File: src/rtl/vga_pkg.sv
// Shared timing defaults, colour width and receiver state encoding for the VGA receive path.
package vga_pkg;

  localparam int unsigned DEF_H_TOTAL     = 800;
  localparam int unsigned DEF_H_ACT_START = 144;
  localparam int unsigned DEF_H_ACTIVE    = 640;
  localparam int unsigned DEF_V_TOTAL     = 525;
  localparam int unsigned DEF_V_ACT_START = 35;
  localparam int unsigned DEF_V_ACTIVE    = 480;
  localparam int unsigned DEF_CW          = 11;

  localparam int unsigned RGB_W = 8;

  typedef enum logic [1:0] {
    SEARCH  = 2'd0,
    MEASURE = 2'd1,
    LOCKED  = 2'd2
  } rx_state_t;

endpackage

File: src/rtl/vga_edge_detect.sv
// Sample register with falling-edge detect; only an enabled cycle samples or reports an edge.
module vga_edge_detect (
  input  logic clk_i,
  input  logic rst_ni,
  input  logic en_i,
  input  logic d_i,
  output logic fall_o
);

  logic prev_q;
  logic prev_d;

  // Reset to 0 so a line held low out of reset never reads as an edge.
  always_comb begin
    prev_d = prev_q;
    if (en_i) begin
      prev_d = d_i;
    end
  end

  assign fall_o = en_i & prev_q & ~d_i;

  always_ff @(posedge clk_i or negedge rst_ni) begin
    if (!rst_ni) begin
      prev_q <= 1'b0;
    end else begin
      prev_q <= prev_d;
    end
  end

endmodule

File: src/rtl/vga_receiver.sv
// VGA sink: measures hsync/vsync raster timing, locks on a matching frame and
// emits registered active-area pixels with recovered x/y coordinates.
module vga_receiver
  import vga_pkg::*;
#(
  parameter int unsigned H_TOTAL     = DEF_H_TOTAL,
  parameter int unsigned H_ACT_START = DEF_H_ACT_START,
  parameter int unsigned H_ACTIVE    = DEF_H_ACTIVE,
  parameter int unsigned V_TOTAL     = DEF_V_TOTAL,
  parameter int unsigned V_ACT_START = DEF_V_ACT_START,
  parameter int unsigned V_ACTIVE    = DEF_V_ACTIVE,
  parameter int unsigned CW          = DEF_CW
) (
  input  logic             clk,
  input  logic             reset,
  input  logic             pix_en,
  input  logic             hsync,
  input  logic             vsync,
  input  logic [RGB_W-1:0] r_in,
  input  logic [RGB_W-1:0] g_in,
  input  logic [RGB_W-1:0] b_in,
  output logic [9:0]       x,
  output logic [9:0]       y,
  output logic             de,
  output logic             pix_valid,
  output logic [RGB_W-1:0] r_out,
  output logic [RGB_W-1:0] g_out,
  output logic [RGB_W-1:0] b_out,
  output logic             frame_start,
  output logic             locked,
  output logic             sync_err
);

  localparam int unsigned PixW = 3 * RGB_W;

  localparam logic [CW-1:0] HLast  = CW'(H_TOTAL - 1);
  localparam logic [CW-1:0] VLast  = CW'(V_TOTAL - 1);
  localparam logic [CW-1:0] HActLo = CW'(H_ACT_START);
  localparam logic [CW-1:0] HActHi = CW'(H_ACT_START + H_ACTIVE);
  localparam logic [CW-1:0] VActLo = CW'(V_ACT_START);
  localparam logic [CW-1:0] VActHi = CW'(V_ACT_START + V_ACTIVE);
  localparam logic [CW-1:0] CntMax = '1;

  // Sync edge detection
  logic line_start;
  logic frame_ev;

  vga_edge_detect u_hs_edge (
    .clk_i  (clk),
    .rst_ni (reset),
    .en_i   (pix_en),
    .d_i    (hsync),
    .fall_o (line_start)
  );

  // Sampled only at line starts, so a fall here means vsync went low between line starts.
  vga_edge_detect u_vs_edge (
    .clk_i  (clk),
    .rst_ni (reset),
    .en_i   (line_start),
    .d_i    (vsync),
    .fall_o (frame_ev)
  );

  // Sample stage: counters, FSM, captured colour
  rx_state_t       state_q, state_d;
  logic [CW-1:0]   h_cnt_q, h_cnt_d;
  logic [CW-1:0]   v_cnt_q, v_cnt_d;
  logic            err_q, err_d;
  logic            pend_q, pend_d;
  logic [PixW-1:0] rgb_q, rgb_d;
  logic            fs_ev_q, fs_ev_d;
  logic            serr_ev_q, serr_ev_d;

  logic h_len_bad;
  logic v_len_bad;
  logic h_miss;
  logic v_miss;

  assign h_len_bad = line_start & (h_cnt_q != HLast);
  assign v_len_bad = frame_ev & (v_cnt_q != VLast);
  assign h_miss    = pix_en & ~line_start & (h_cnt_q == HLast);
  assign v_miss    = line_start & ~frame_ev & (v_cnt_q == VLast);

  always_comb begin
    h_cnt_d = h_cnt_q;
    if (line_start) begin
      h_cnt_d = '0;
    end else if (pix_en && (h_cnt_q != CntMax)) begin
      h_cnt_d = h_cnt_q + CW'(1);
    end

    v_cnt_d = v_cnt_q;
    if (frame_ev) begin
      v_cnt_d = '0;
    end else if (line_start && (v_cnt_q != CntMax)) begin
      v_cnt_d = v_cnt_q + CW'(1);
    end

    pend_d = pix_en;
    rgb_d  = rgb_q;
    if (pix_en) begin
      rgb_d = {r_in, g_in, b_in};
    end
  end

  always_comb begin
    state_d   = state_q;
    err_d     = err_q;
    fs_ev_d   = 1'b0;
    serr_ev_d = 1'b0;

    unique case (state_q)
      SEARCH: begin
        if (frame_ev) begin
          state_d = MEASURE;
          err_d   = 1'b0;
        end
      end

      MEASURE: begin
        // The frame start that closes a measurement also closes its last line.
        if (frame_ev) begin
          if (!err_q && !h_len_bad && !v_len_bad) begin
            state_d = LOCKED;
            fs_ev_d = 1'b1;
          end else begin
            err_d = 1'b0;
          end
        end else if (h_len_bad) begin
          err_d = 1'b1;
        end
      end

      LOCKED: begin
        if (h_len_bad || v_len_bad || h_miss || v_miss) begin
          state_d   = SEARCH;
          serr_ev_d = 1'b1;
        end else if (frame_ev) begin
          fs_ev_d = 1'b1;
        end
      end

      default: begin
        state_d = SEARCH;
      end
    endcase
  end

  always_ff @(posedge clk or negedge reset) begin
    if (!reset) begin
      state_q   <= SEARCH;
      h_cnt_q   <= '0;
      v_cnt_q   <= '0;
      err_q     <= 1'b0;
      pend_q    <= 1'b0;
      rgb_q     <= '0;
      fs_ev_q   <= 1'b0;
      serr_ev_q <= 1'b0;
    end else begin
      state_q   <= state_d;
      h_cnt_q   <= h_cnt_d;
      v_cnt_q   <= v_cnt_d;
      err_q     <= err_d;
      pend_q    <= pend_d;
      rgb_q     <= rgb_d;
      fs_ev_q   <= fs_ev_d;
      serr_ev_q <= serr_ev_d;
    end
  end

  // Output stage: one clk behind the sample, built from the post-sample counters and state
  logic            in_act;
  logic [9:0]      x_q, x_d;
  logic [9:0]      y_q, y_d;
  logic            de_q, de_d;
  logic [PixW-1:0] pix_q, pix_d;
  logic            pv_q, pv_d;
  logic            fs_q, fs_d;
  logic            locked_q, locked_d;
  logic            serr_q, serr_d;

  assign in_act = (state_q == LOCKED) &&
                  (h_cnt_q >= HActLo) && (h_cnt_q < HActHi) &&
                  (v_cnt_q >= VActLo) && (v_cnt_q < VActHi);

  always_comb begin
    x_d   = x_q;
    y_d   = y_q;
    de_d  = de_q;
    pix_d = pix_q;
    if (pend_q) begin
      de_d  = in_act;
      x_d   = in_act ? 10'(h_cnt_q - HActLo) : '0;
      y_d   = in_act ? 10'(v_cnt_q - VActLo) : '0;
      pix_d = in_act ? rgb_q : '0;
    end
    pv_d     = pend_q;
    fs_d     = fs_ev_q;
    serr_d   = serr_ev_q;
    locked_d = (state_q == LOCKED);
  end

  always_ff @(posedge clk or negedge reset) begin
    if (!reset) begin
      x_q      <= '0;
      y_q      <= '0;
      de_q     <= 1'b0;
      pix_q    <= '0;
      pv_q     <= 1'b0;
      fs_q     <= 1'b0;
      locked_q <= 1'b0;
      serr_q   <= 1'b0;
    end else begin
      x_q      <= x_d;
      y_q      <= y_d;
      de_q     <= de_d;
      pix_q    <= pix_d;
      pv_q     <= pv_d;
      fs_q     <= fs_d;
      locked_q <= locked_d;
      serr_q   <= serr_d;
    end
  end

  assign x           = x_q;
  assign y           = y_q;
  assign de          = de_q;
  assign r_out       = pix_q[3*RGB_W-1:2*RGB_W];
  assign g_out       = pix_q[2*RGB_W-1:RGB_W];
  assign b_out       = pix_q[RGB_W-1:0];
  assign pix_valid   = pv_q;
  assign frame_start = fs_q;
  assign locked      = locked_q;
  assign sync_err    = serr_q;

endmodule

File: config.mk
export PLATFORM = sky130hd
export DESIGN_NAME = vga_receiver
export DESIGN_NICKNAME = d
export VERILOG_FILES = /design/src/rtl/vga_pkg.sv /design/src/rtl/vga_edge_detect.sv /design/src/rtl/vga_receiver.sv
export SDC_FILE = /design/constraint.sdc
export NUM_CORES = 1
export LEC_CHECK = 0
export CORE_MARGIN = 10
export CORE_UTILIZATION = 53
export DETAILED_ROUTE_END_ITERATION = 8
export PLACE_DENSITY = 0.8
export RECOVER_POWER = 50
export SYNTH_ARGS = -nofsm -noshare
export SYNTH_HDL_FRONTEND = slang
export SYNTH_SLANG_ARGS = --single-unit
File: constraint.sdc
create_clock -name clk -period 2.95 [get_ports clk]
set_input_delay 0.4425 -clock clk [delete_from_list [all_inputs] [get_ports clk]]
set_output_delay 0.4425 -clock clk [all_outputs]
set_load 0.01 [all_outputs]
==> flow_summary.yaml <==
sta:
  slew_headroom: 0.00713
  skew_ns: 0.0164
  layout_min_cycle_time_ns: 2.40
  rsz0062_at_grt: "no"
  setup_slack_ns: 0.555
  finalHoldViolations: 0
  period_share: 0.812
  fmax_mhz: 417
  drv_slew: 0
  setup_violations: 0
  fin_tns_setup_ns: 0
  tightest_slew_ns: 1.49
  holdWs_ns: 0.360
yosys:
  synth_flop_cell: "dfrtp_1"
  synthCells: 382
  synth_edf_count: 0
  ys_seq_area_frac: 0.561
  ys_ff_latch: 103
  ys_types: 54
  synth_nets: 422
  synth_area_per_cell_um2: 12.0
  synthesis.area_um2: 4600
  yosys_warnings: 0
  async_reset_ff_frac: 1.00
drt:
  met3_length_um: 395
  wirelength_met1_um: 4340
  wl_um: 10300
  postRouteAntennaNets: 0
  routedWlPerCell_um: 18.1
  via_per_inst: 5.72
  dr.pass1.iters: 4
  drc: 0
  drt_iter0_drc: 203
  top_layer_used: "met4"
  wl_met2_um: 5330
  vias: 3242
clock_network:
  postCtsSetupBuffers: 0
  ctsResizeCount: 0
  insertion_delay_ns: 0.37
  clock-sinks: 103
  cts_hold_buf: 0
  clk_pin_slew_ns: 0.11
  clockBufferDepth: 2
  cts_tree: "yes"
  cts_root_buf: "clkbuf_8"
  htree_levels: 3
  numCtsBuffers: 9
hold_path:
  min-delay-path-class: "reg2reg"
floorplanning:
  die_height_um: 113
  fp.dieW_um: 113
  core_um2: 8340
  initial_core_util: 0.551
  row_count: 33
  die_area_um2: 12800
  ios: 78
critical_path:
  slowest_delay_ns: 0.50
  critPathKind: "reg2reg"
  worstPathCellList: "or3_4, o32ai_2, o2111ai_2, nor3_4, buf_4, a22o_1"
  crit_buf_inv: 1
  cp_max_fo: 15
  worst_setup_path_start_kind: "register"
  arrival_ns: 2.71
  path_delay_family: "simple AND/OR/NAND/NOR gates"
  cpMaxStageDelayCell: "nor3_4"
  required_ns: 3.26
  end_kind: "register"
cells_and_area:
  layout-drive-gt1-share: 0.123
  area_growth_pct: 22.1
  fin_nets: 498
  final_util: 0.673
  diodes: 0
placement:
  hpwl_um: 7470
  port-buffer-count: 77
  dpl_worst_slack_ns: 0.552
  gp_congestion: 0.874
status:
  status: "complete, no violations"
power_and_ir_drop:
  powerDensity_nw_per_um2: 538
  peakVddDrop_v: 0.000332
  p_leak_nw: 2.49
  total_power_w: 0.00302
global_routing:
  grt_pass1_vias: 3334
  grt_overflow: 0
  grt_max_degree: 63
  grt_use_total: 0.162
  grt_pass1_wl_um: 17000
  antenna_found_initial: 0
run:
  max_cap_violations: 0
==> cell type report <==
cell class	instances	area (um^2)
Fill cell	600	2730
Clock inverter	6	52.6
Timing Repair Buffer	88	833
Sequential cell	103	2580
Tap cell	105	131
Clock buffer	9	124
Multi-Input combinational cell	239	1830
Inverter	17	63.8
==> metrics by stage <==
stage | cell area [um^2] | cells
global route | 5610 | 567
finish | 5610 | 567
CTS | 5630 | 567
global placement | 5450 | 552
detailed placement | 5450 | 552
floorplan | 4600 | 382
==> synth_stat cells (3+ instances only) <==
master / n / area (um^2)
nand4_1: 7 / 43.8
nand3_1: 9 / 45.0
nor3_1: 7 / 35.0
o211ai_1: 3 / 22.5
xnor2_1: 11 / 96.3
a22o_1: 42 / 368
xor2_1: 12 / 105
buf_6: 5 / 56.3
dfrtp_1: 103 / 2580
mux2_2: 25 / 282
nand2b_1: 3 / 18.8
clkbuf_1: 12 / 45.0
and2_1: 4 / 25.0
buf_1: 3 / 11.3
inv_1: 16 / 60.1
and3_1: 3 / 18.8
a21oi_1: 7 / 35.0
o41ai_1: 3 / 26.3
nand2_1: 14 / 52.6
or3_1: 6 / 37.5
nor2_1: 27 / 101
ha_1: 11 / 138
o21ai_0: 9 / 45.0
buf_2: 3 / 15.0
==> worst register-to-register path: stages, from the launching register on <==
cell and delay, ns:
dfrtp_1 0.48, or3_4 0.43, o32ai_2 0.27, o2111ai_2 0.17, nor3_4 0.50, buf_4 0.31, a22o_1 0.17
==> logic make-up after synthesis <==
group	synth area share
DFF	0.561
and+or+nand+nor	0.114
AOI/OAI and AO/OA	0.142
buffers and inverters	0.0417
muxes	0.0683
xor gates and xnor gates	0.0438
adders and majority gates	0.0299
==> flip-flops by register name, summed over array words and instances, names as in the netlist, 2 cells and up <==
register  count
pix_q        24
v_cnt_q      11
x            10
state_q       2
y            10
h_cnt_q      11
rgb_q        24
==> power breakdown <==
group          internal, W  total (W)  switching [W]
registers          0.00153    0.00166       0.000138
clock network     0.000315   0.000813       0.000498
logic             0.000253   0.000543       0.000290
total              0.00209    0.00302       0.000925
==> cells in the final DEF, fill, tap and decap left out, drive strengths merged, types with 3 or more instances in the layout <==
cell type	netlist	layout
or3	7	7
clkbuf	12	14
o21ai	11	11
nand3	9	9
nand2	14	14
nor2	27	27
nor3	9	9
o41ai	3	3
buf	11	7
ha	11	11
inv	17	20
xor2	12	12
and3	3	3
mux2	27	27
a22o	42	42
clkdlybuf4s50	0	75
a21oi	7	7
xnor2	11	11
nand4	7	7
nand2b	3	3
dfrtp	103	103
nor4b	3	3
o211ai	3	3
and2	5	5
==> path summary, 6_finish.rpt <==
| path | start | to | slack [ns] | cells after the start |
|---|---|---|---|---|
| worst max-delay path | v_cnt_q[6]$_DFFE_PN0P_ | pix_q[14]$_DFFE_PN0P_ | 0.55 | 6 |
| worst min-delay path | serr_d$_DFF_PN0_ | sync_err$_DFF_PN0_ | 0.36 | 0 |
| worst max register to register | v_cnt_q[6]$_DFFE_PN0P_ | pix_q[14]$_DFFE_PN0P_ | 0.55 | 6 |
| worst min register to register | serr_d$_DFF_PN0_ | sync_err$_DFF_PN0_ | 0.36 | 0 |
| max in group asynchronous | reset | pix_q[1]$_DFFE_PN0P_ | 1.12 | 2 |
| min in group asynchronous | reset | v_cnt_q[3]$_DFFE_PN0P_ | 0.43 | 1 |
==> per-layer routing <==
metal,vias up,track usage
li1,1537,-
met1,1620,0.195
met2,68,0.273
met3,17,0.0391
met4,0,0.0685
met5,-,0
Power figures use the tool's default switching activity.
